[config.mk]
export PLATFORM = sky130hd
export DESIGN_NAME = bsg_down_io_pack_fifo
export DESIGN_NICKNAME = d
export VERILOG_FILES = /design/src/rtl/bsg_down_io_pack_fifo.sv
export SDC_FILE = /design/constraint.sdc
export NUM_CORES = 1
export LEC_CHECK = 0
export CORE_ASPECT_RATIO = 0.9
export CORE_MARGIN = 5
export CORE_UTILIZATION = 45
export DETAILED_ROUTE_END_ITERATION = 10
export PLACE_DENSITY = 0.63
export SLEW_MARGIN = 25
export SYNTH_ARGS = -nofsm -noshare
export SYNTH_HDL_FRONTEND = slang
export SYNTH_SLANG_ARGS = --single-unit
[constraint.sdc]
create_clock -name clk -period 3.3 [get_ports clk]
set_clock_uncertainty 0.05 [all_clocks]
set_input_delay 0.495 -clock clk [delete_from_list [all_inputs] [get_ports clk]]
set_output_delay 0.495 -clock clk [all_outputs]
set_load 0.005 [all_outputs]
[src/rtl/bsg_down_io_pack_fifo.sv]
// Downstream IO input stage: packs PACK beats of IO_W bits into one word,
// buffers words in a wrap-bit pointer FIFO, presents them FWFT to the core
// and returns one credit token every TOKEN_RATIO dequeued words.
module bsg_down_io_pack_fifo #(
    parameter int IO_W        = 8,
    parameter int PACK        = 2,
    parameter int DEPTH_LOG2  = 6,
    parameter int TOKEN_RATIO = 1
) (
    input  logic                  clk,
    input  logic                  rst,
    input  logic                  io_valid_in,
    input  logic [IO_W-1:0]       io_data_in,
    input  logic                  core_ready,
    output logic                  core_valid_out,
    output logic [PACK*IO_W-1:0]  core_data_out,
    output logic                  io_token_out,
    output logic [DEPTH_LOG2:0]   count_out,
    output logic                  overflow_out
);
    localparam int W     = PACK * IO_W;
    localparam int DEPTH = 1 << DEPTH_LOG2;
    localparam int BW    = (PACK > 1) ? $clog2(PACK) : 1;
    localparam int TW    = (TOKEN_RATIO > 1) ? $clog2(TOKEN_RATIO) : 1;

    logic [BW-1:0]         beat;
    logic [TW-1:0]         tcnt;
    logic [DEPTH_LOG2:0]   wptr, rptr;
    logic [W-1:0]          word;
    logic [W-1:0]          mem [DEPTH];
    logic                  last_beat, empty, full, wr, rd, drop;

    assign last_beat = (beat == BW'(PACK - 1));
    assign empty     = (wptr == rptr);
    assign full      = (wptr[DEPTH_LOG2-1:0] == rptr[DEPTH_LOG2-1:0]) &&
                       (wptr[DEPTH_LOG2] != rptr[DEPTH_LOG2]);
    // Full is judged on registered pointers, so a same-cycle dequeue never
    // frees room for the incoming word.
    assign wr        = io_valid_in && last_beat && !full;
    assign drop      = io_valid_in && last_beat && full;
    assign rd        = core_ready && !empty;

    assign core_valid_out = !empty;
    assign core_data_out  = mem[rptr[DEPTH_LOG2-1:0]];
    assign count_out      = wptr - rptr;

    // Staging holds beats 0..PACK-2; the final beat goes straight into the word.
    generate
        if (PACK > 1) begin : g_stage
            logic [PACK-2:0][IO_W-1:0] stage;

            // Capture non-final beats into their slot.
            always_ff @(posedge clk) begin
                for (int i = 0; i < PACK - 1; i++)
                    if (io_valid_in && beat == BW'(i)) stage[i] <= io_data_in;
            end

            assign word = {io_data_in, stage};
        end else begin : g_nostage
            assign word = io_data_in;
        end
    endgenerate

    // Beat counter; returns to 0 after the final beat even if the word is dropped.
    always_ff @(posedge clk or posedge rst) begin
        if (rst)              beat <= '0;
        else if (io_valid_in) beat <= last_beat ? '0 : beat + 1'b1;
    end

    // Word storage; not reset, contents only meaningful while valid.
    always_ff @(posedge clk) begin
        if (wr) mem[wptr[DEPTH_LOG2-1:0]] <= word;
    end

    // Wrap-bit pointers and sticky overflow flag.
    always_ff @(posedge clk or posedge rst) begin
        if (rst) begin
            wptr         <= '0;
            rptr         <= '0;
            overflow_out <= 1'b0;
        end else begin
            if (wr)   wptr         <= wptr + 1'b1;
            if (rd)   rptr         <= rptr + 1'b1;
            if (drop) overflow_out <= 1'b1;
        end
    end

    // Credit return: one registered pulse per TOKEN_RATIO dequeues.
    always_ff @(posedge clk or posedge rst) begin
        if (rst) begin
            tcnt         <= '0;
            io_token_out <= 1'b0;
        end else begin
            io_token_out <= 1'b0;
            if (rd) begin
                if (tcnt == TW'(TOKEN_RATIO - 1)) begin
                    tcnt         <= '0;
                    io_token_out <= 1'b1;
                end else begin
                    tcnt <= tcnt + 1'b1;
                end
            end
        end
    end
endmodule

== Word level (Yosys, flattened, before mapping) ==
Memory sizes are Yosys's and may differ from the RTL's.
Index checks and enable logic that the tools add are counted.
Storage, ports and cells
  RAM bits: 1024
  bits of input ports: 12
  flip-flop bits (word level): 26
  bits in latches: 0
  output and inout port bits: 26
  logic and storage cells: 31
  memories kept: 1
  ROM bits: 0
Operators by class
  $add $sub $neg: 5
  multipliers: 0
  muxes and demuxes: 6
  reduce and logical (&&, ||, !) cells: 8
  magnitude comparators: 0
  bitwise operators: 1
  div/mod/pow operators: 0
  eq/ne operators: 3
  shift-type cells: 0
Memory list
  mem: words 64, bits a word 16, rd ports 1, clocked after Yosys merged registers in 0, wr ports 1, line 30  | logic [W-1:0] mem [DEPTH];
Operator list (number)
  adder 7 x 1 -> 7 bit (second input constant): 2
  == test 7 bit: 1
  subtractor 7 bit: 1
  == test 6 bit: 1
  logical AND 1 bit: 6
  two-way mux 1 bit: 6
  adder 1 bit (second input constant): 2
  logical NOT 1 bit: 2
  inequality test 1 bit: 1
  inverter 1 bit: 1

== Longest topological paths before layout ==
Gate-level depths: netlist of the first run.
  depth after elaboration: 6
  gate-level depth with buffers: 12
  depth with buffers taken out: 9

== Least setup slack after synthesis of the first run ==
Ideal clock, no wire load.
  path kind: register -> register
  start point: register rptr[2]
  end point: memory mem[63][0] (netlist bit), enable pin
  path buffers: 3
  library setup time: 0.389 ns
  required time: 2.861 ns
  slack: -0.147 ns
  cell stages (with the launch flop): 11
  data arrival time: 3.009 ns
  period minus slack after synthesis: 3.447 ns
  cell sequence: dfrtp_1 inv_1 clkbuf_1 clkbuf_1 ha_1 nand4_1 o311a_1 and2_1 clkbuf_1 nand3_2 nor2_1
On the way
  cells in the longest elaborated chain, start to end: 6
RTL lines
  start: declaration: line 28  | logic [DEPTH_LOG2:0] wptr, rptr;
  start signal: assignment: line 83  | if (rd) rptr <= rptr + 1'b1;
  == test 6 bit: line 35  | assign full = (wptr[DEPTH_LOG2-1:0] == rptr[DEPTH_LOG2-1:0]) &&
  logical AND 1 bit: line 35
  logical NOT 1 bit: line 39  | assign wr = io_valid_in && last_beat && !full;
  logical AND 1 bit: line 39
  two-way mux 1 bit: line 72  | if (wr) mem[wptr[DEPTH_LOG2-1:0]] <= word;
  two-way mux 1 bit (implied by the code): line 72
  end: declaration: line 30
Every way passes these cells.

== Final worst setup path of the first run ==
  start point: register rptr[0]
  end point: output port core_data_out[2]
On the way
  cells in the longest elaborated chain, start to end: 1
RTL lines
  memory read (64 x 16 bit)
  end: declaration: line 16  | output logic [PACK*IO_W-1:0] core_data_out,
Every way passes these cells.

==> impl_metrics.py, run 1 <==
metrics = {
    "yosys": {
        "synth_top_family_by_area": "multiplexers",
        "synthMuxAreaShare_pct": 14.2,
        "synth_common_cells": "edfxtp_1 (1032), mux4_2 (194), mux2i_1 (138), nor2_1 (110), nand2_1 (80)",
        "synth_fp_nets": 2011,
        "ys.flop_type": "edfxtp_1",
        "synthXorXnorAreaFrac_pct": 0.428,
        "synthCells": 1990,
        "postSynth.asyncResetShare_pct": 1.62,
        "synth.distinct_cells": 53,
        "synth_area_per_cell_um2": 20.6,
        "synth_seq_cells": 1049,
        "synth_area_leaders": "edfxtp_1 (76%), mux4_2 (11%), mux2i_1 (3.4%), dfrtp_1 (1.0%), nor2_1 (1.0%)",
        "synth-simple-area-share_pct": 2.64,
        "synth_most_common_cell": "edfxtp_1",
        "synth_compound_area_share_pct": 3.61,
        "yosysTopAreaCell": "edfxtp_1",
        "synth_edf_count": 1032,
        "ys_warn_count": 0,
        "synth_adder_area_share_pct": 0.294,
        "synth_top_area_share_pct": 75.7,
        "syn_area_um2": 40900,
        "synth_seq_area_share_pct": 76.8,
    },
    "routing": {
        "drtIter0Drc": 2318,
        "antenna_left": 0,
        "vias": 21500,
        "firstDrtPassIters": 5,
        "via_per_inst": 5.92,
        "totalWireLength_um": 107000,
        "wl_per_cell_um": 29.4,
        "drc_errors": 0,
    },
    "timing": {
        "timing.final.crit_share_pct": 116,
        "grt_setup_unrepaired": "yes",
        "hold_ws_ns": 0.381,
        "relSlewSlack_pct": 30.7,
        "finalSetupViolCount": 18,
        "final-hold-violation-count": 0,
        "min_period_ns": 3.83,
        "fin_ws_ns": -0.534,
        "slew_viol_final": 0,
        "finalSetupTns_ns": -6.66,
        "max_freq_ghz": 0.261,
        "tightest_slew_ns": 1.04,
    },
    "power_and_ir_drop": {
        "p_leak_nw": 16.4,
        "cellPowerDensity_nw_per_um2": 870,
        "peakVddDrop_mv": 0.543,
        "fin_total_pwr_mw": 43.3,
    },
    "grt": {
        "track_usage_pct": 22.0,
        "use_met1_pct": 32.3,
        "grtUsageMet3_pct": 4.41,
        "grt_first_pass_wirelength_um": 156000,
        "grt_pass1_vias": 22100,
        "antenna_found_initial": 3,
        "grt-busiest-layer": "met2",
        "grt-ovfl-total": 0,
        "grtUsageMet2_pct": 34.6,
        "grt_max_degree": 66,
    },
    "worst_setup_path": {
        "rr_startpoint": "rptr[1]",
        "path_cells": "buf_12, buf_6, mux4_2, a2111oi_4, buf_4, a21oi_4, o221a_1, buf_2",
        "worst-path-buf-inv": 4,
        "cp.required_ns": 2.75,
        "cp_slowest_cell": "a2111oi_4",
        "slowest_delay_ns": 0.58,
        "critPathMaxFanout": 7,
        "cp_top_family": "compound AO/OA/AOI/OAI gates",
        "rrSetupSlack_ns": 0.13,
        "start_kind": "flip-flop",
        "path_class": "flip-flop to output pin",
        "r2r_end": "mem[59][4]",
        "r2r_cells": 14,
        "critPathArrivalTime_ns": 3.29,
        "critPathCaptureType": "output pin",
    },
    "placement": {
        "placed_cells": 3362,
        "gp_congestion": 0.822,
        "place_hpwl_um": 63900,
        "portBuffers": 37,
    },
    "floorplan": {
        "ios": 38,
        "start_util_pct": 45.1,
        "die_y_um": 296,
        "design.die.area_um2": 97100,
        "die_x_um": 328,
        "coreArea_um2": 90600,
        "rows": 105,
    },
    "run": {
        "drv_cap": 0,
    },
    "layout": {
        "fin_nets": 2385,
        "post_route_cells_drive_above_1_share_pct": 35.2,
        "fin_cells": 3625,
        "syn2layout_area_growth_pct": 21.7,
        "num_antenna_cells": 0,
    },
    "worst_hold_path": {
        "hp-class": "input port to flip-flop",
        "min_delay_worst_endpoint": "mem[15][11]",
        "hold_start": "io_data_in[3]",
        "hold_depth": 1,
    },
    "cts": {
        "clk_pin_slew_ns": 0.06,
        "cts_buffers": 103,
        "clock_latency_ns": 0.66,
        "htreeDepth": 3,
        "root_buffer": "clkbuf_16",
        "cts_hold_buf": 0,
        "clock_sinks": 1049,
        "cts_buffer_depth": 3,
        "cts_tree": "built",
    },
    "outcome": {
        "status": "complete, but fails checks",
        "violations": "setup timing",
    },
}
kinds of logic (layout without fill, tap and decap cells):
kind of cell / count (synthesis) / in the layout
compound gates: 205 / 205
xor+xnor: 20 / 20
fa+ha+maj: 9 / 9
buf+inv: 124 / 582
flops: 1049 / 1049
mux: 335 / 335
simple gates: 248 / 248
area by class of cell:
class                      instances  area, um2
clock buffer                     141       2780
timing repair buffer             382       4090
clock inverter                    48        370
multi-input combinational        817       9630
tap                             1177       1470
sequential                      1049      31400
inverter                          11       43.8
fill                            6837      40800
metal layers:
metal,up-vias,wire (um)
li1,8996,-
met1,11500,45100
met3,138,9180
met4,0,2330
met2,877,50000
met5,-,0
metrics by stage:
| step | setup slack (ns) | utilization [%] | area, um2 |
|---|---|---|---|
| 6_report | -0.534 | 55.0 | 49800 |
| 3_3_place_gp | -1.06 | 49.4 | 44800 |
| 3_5_place_dp | -0.653 | 49.5 | 44800 |
| 2_1_floorplan | -0.147 | - | 41000 |
| 5_1_grt | -0.575 | 55.0 | 49800 |
| 4_1_cts | -0.529 | 54.7 | 49600 |
cell usage in the layout (no fill, tap or decap), types with 7 or more instances in the layout:
cell type and n:
nor2_2 17, nand3_1 9, edfxtp_1 1032, clkbuf_1 34
o221ai_1 19, buf_4 227, o21ai_0 23, o22ai_1 7
mux4_2 195, nand2_1 60, o21ai_1 11, inv_1 7
buf_16 9, buf_12 69, nand2_2 20, o221a_1 9
and2_1 11, clkbuf_16 106, a31oi_1 15, nor2_1 73
nor2_4 20, nand4_1 13, clkinv_1 22, a221oi_1 14
a21oi_4 10, buf_2 21, mux2i_1 130, clkinv_2 17
a221oi_2 20, xnor2_1 10, dfrtp_1 13, buf_6 35
a21oi_1 23
how the worst max path moves through the flow:
stage               startpoint               end  slack (ns)  cells after the start
global route           rptr[1]  core_data_out[5]       -0.58                     10
CTS                    rptr[0]  core_data_out[2]       -0.53                      8
finish                 rptr[0]  core_data_out[2]       -0.53                      8
global placement       rptr[1]  core_data_out[2]       -1.06                     10
detailed placement     rptr[1]  core_data_out[2]       -0.65                     10
floorplan              rptr[2]        mem[63][0]       -0.15                     10
flip-flops by register name (all words and copies together), names as in the netlist:
signal,cells
io_token_out,1
rptr,7
g_stage.stage,8
overflow_out,1
beat,1
wptr,7
mem,1024
power by group:
group	switching, mW	leakage [nW]	internal, mW	total, mW
Clock	4.79	1.54	6.27	11.1
Sequential	0.248	9.49	15.2	15.5
Combinational	8.89	5.34	7.89	16.8
repair_timing:
| action | in CTS | in global routing |
|---|---|---|
| resized for setup | 286 | 49 |
| cloned | 6 | 1 |
| setup endpoints to repair | 167 | 293 |
| setup buffers | 65 | 11 |
| pin swaps | 60 | 33 |
No activity file was read; power rests on OpenSTA's default activity.
==> run 2, diff against run 1 <==
--- a/config.mk
+++ b/config.mk
@@ -6,10 +6,10 @@
 export NUM_CORES = 1
 export LEC_CHECK = 0
 export CORE_ASPECT_RATIO = 0.9
-export CORE_MARGIN = 5
 export CORE_UTILIZATION = 45
 export DETAILED_ROUTE_END_ITERATION = 10
 export PLACE_DENSITY = 0.63
+export SKIP_LAST_GASP = 1
 export SLEW_MARGIN = 25
 export SYNTH_ARGS = -nofsm -noshare
 export SYNTH_HDL_FRONTEND = slang
==> run 2 against run 1 <==
The flow still finishes with violations (setup timing). Largest cell class unchanged. Non-clock buffer count is 16 higher. Count of clock-buffer cells in the layout down 2. Hold slack got worse by 0.20 ns. Sequential power is essentially flat. Fmax increased by 1.9%.
==> impl_metrics.py, run 2 (same netlist as run 1, synthesis figures left out) <==
metrics = {
    "floorplan": {
        "die_x_um": 320,
        "coreArea_um2": 89800,
        "die_y_um": 288,
        "rows": 104,
        "design.die.area_um2": 92200,
        "ios": 38,
        "start_util_pct": 45.6,
    },
    "power_and_ir_drop": {
        "cellPowerDensity_nw_per_um2": 874,
        "peakVddDrop_mv": 0.623,
        "p_leak_nw": 16.8,
    },
    "worst_setup_path": {
        "path_class": "flip-flop to output pin",
        "rrSetupSlack_ns": 0.05,
        "critPathMaxFanout": 5,
        "critPathArrivalTime_ns": 3.22,
        "critPathCaptureType": "output pin",
        "start_kind": "flip-flop",
        "cp.required_ns": 2.75,
    },
    "cts": {
        "clock_sinks": 1049,
        "cts_tree": "built",
        "clk_pin_slew_ns": 0.06,
        "root_buffer": "clkbuf_16",
        "cts_buffers": 105,
        "cts_buffer_depth": 3,
        "clock_latency_ns": 0.67,
        "htreeDepth": 3,
    },
    "grt": {
        "track_usage_pct": 23.1,
        "antenna_found_initial": 2,
        "grt-ovfl-total": 0,
        "grt_pass1_vias": 22000,
        "grt_first_pass_wirelength_um": 152000,
        "grt_max_degree": 65,
    },
    "timing": {
        "slew_viol_final": 0,
        "tightest_slew_ns": 0.945,
        "min_period_ns": 3.76,
        "timing.final.crit_share_pct": 114,
        "relSlewSlack_pct": 37.0,
        "hold_ws_ns": 0.184,
        "grt_setup_unrepaired": "yes",
        "final-hold-violation-count": 0,
        "max_freq_ghz": 0.266,
        "fin_ws_ns": -0.463,
        "finalSetupViolCount": 20,
    },
    "worst_hold_path": {
        "hp-class": "input port to flip-flop",
    },
    "layout": {
        "largest_reg_flops": 1024,
        "fillCellCount": 6656,
        "syn2layout_area_growth_pct": 24.1,
        "multi_input_area_um2": 9680,
        "layout_commonest_cell": "edfxtp_1",
        "final_area_um2": 50800,
        "fin_nets": 2403,
        "regArea_um2": 31400,
        "layout_common_cells": "edfxtp_1 (1032), buf_4 (204), mux4_2 (195)",
        "num_antenna_cells": 0,
        "post_route_cells_drive_above_1_share_pct": 36.5,
    },
    "routing": {
        "via_per_inst": 5.94,
        "totalWireLength_um": 105000,
        "vias": 21600,
        "wl_per_cell_um": 29.0,
        "drtIter0Drc": 2463,
        "drc_errors": 0,
        "antenna_left": 0,
        "firstDrtPassIters": 5,
    },
    "placement": {
        "portBuffers": 37,
        "gp_congestion": 0.830,
        "place_area_um2": 45200,
        "place_hpwl_um": 62500,
    },
    "outcome": {
        "status": "complete, but fails checks",
        "violations": "setup timing",
    },
    "run": {
        "drv_cap": 0,
    },
}
run 2: critical path: stages (launching register included):
cell      delay, ns
dfrtp_4        0.52
buf_4          0.16
buf_12         0.12
buf_12         0.13
buf_4          0.16
mux4_2         0.42
and2_1         0.20
a211oi_2       0.19
buf_4          0.17
a21oi_1        0.06
o221a_1        0.27
buf_2          0.13
run 2: what timing repair did:
item | in CTS | in global routing
cloned | 8 | 1
hold buffers | 0 | 0
gates resized for setup | 297 | 76
endpoints found under the hold margin | 0 | 0
pin swaps | 66 | 43
endpoints found under the setup margin | 216 | 171
setup buffers | 56 | 30
run 2: through the flow:
stage	worst slack, ns	power (mW)	util [%]	cells	TNS [ns]
floorplan	-0.147	23.5	-	1990	-89.48
global placement	-0.435	29.4	50.3	3351	-44.58
detailed placement	-0.409	29.6	50.3	3351	-28.04
CTS	-0.498	43.7	55.9	3607	-6.97
global route	-0.547	45.9	56.6	3635	-14.57
finish	-0.463	44.4	56.6	3635	-7.13
run 2: power breakdown:
group          internal (mW)  switching [mW]  leakage (nW)
Sequential              15.2           0.217          9.49
Combinational           8.41            8.86          5.64
Clock                   6.71            4.96          1.64
run 2: path summary, 6_finish.rpt:
path | cells past startpoint | start | endpoint
max | 11 | rptr[1] | core_data_out[5]
min | 1 | io_data_in[0] | g_stage.stage[0]
max reg2reg | 14 | rptr[1] | mem[29][5]
min reg2reg | 1 | overflow_out | overflow_out
max in group asynchronous | 2 | rst | rptr[3]
min in group asynchronous | 2 | rst | overflow_out
run 2: cell type report:
type,count,share of cell area [%]
multi-input cells,817,19.1
clock inverters,55,1.08
well taps,1166,2.87
flip-flops and latches,1049,61.9
clock buffers,139,5.55
repair buffers,398,9.45
inverters,11,0.0936
run 2: per-layer routing:
metal	share of wire, %	wire length, um	vias to the layer above	global-route usage, %
li1	-	-	9044	-
met1	43	45100	11500	33.7
met3	8.9	9420	170	5.73
met4	2.4	2570	4	6.72
met2	46	48300	907	34.8
met5	0.021	22	-	0
==> run 3, diff against run 2 <==
--- a/config.mk
+++ b/config.mk
@@ -5,8 +5,10 @@
 export SDC_FILE = /design/constraint.sdc
 export NUM_CORES = 1
 export LEC_CHECK = 0
+export CAP_MARGIN = 20
 export CORE_ASPECT_RATIO = 0.9
 export CORE_UTILIZATION = 45
+export CTS_CLUSTER_DIAMETER = 200
 export DETAILED_ROUTE_END_ITERATION = 10
 export PLACE_DENSITY = 0.63
 export SKIP_LAST_GASP = 1
==> results of run 3 <==
No change in the layout: final DEF, timing and power equal those of run 2.
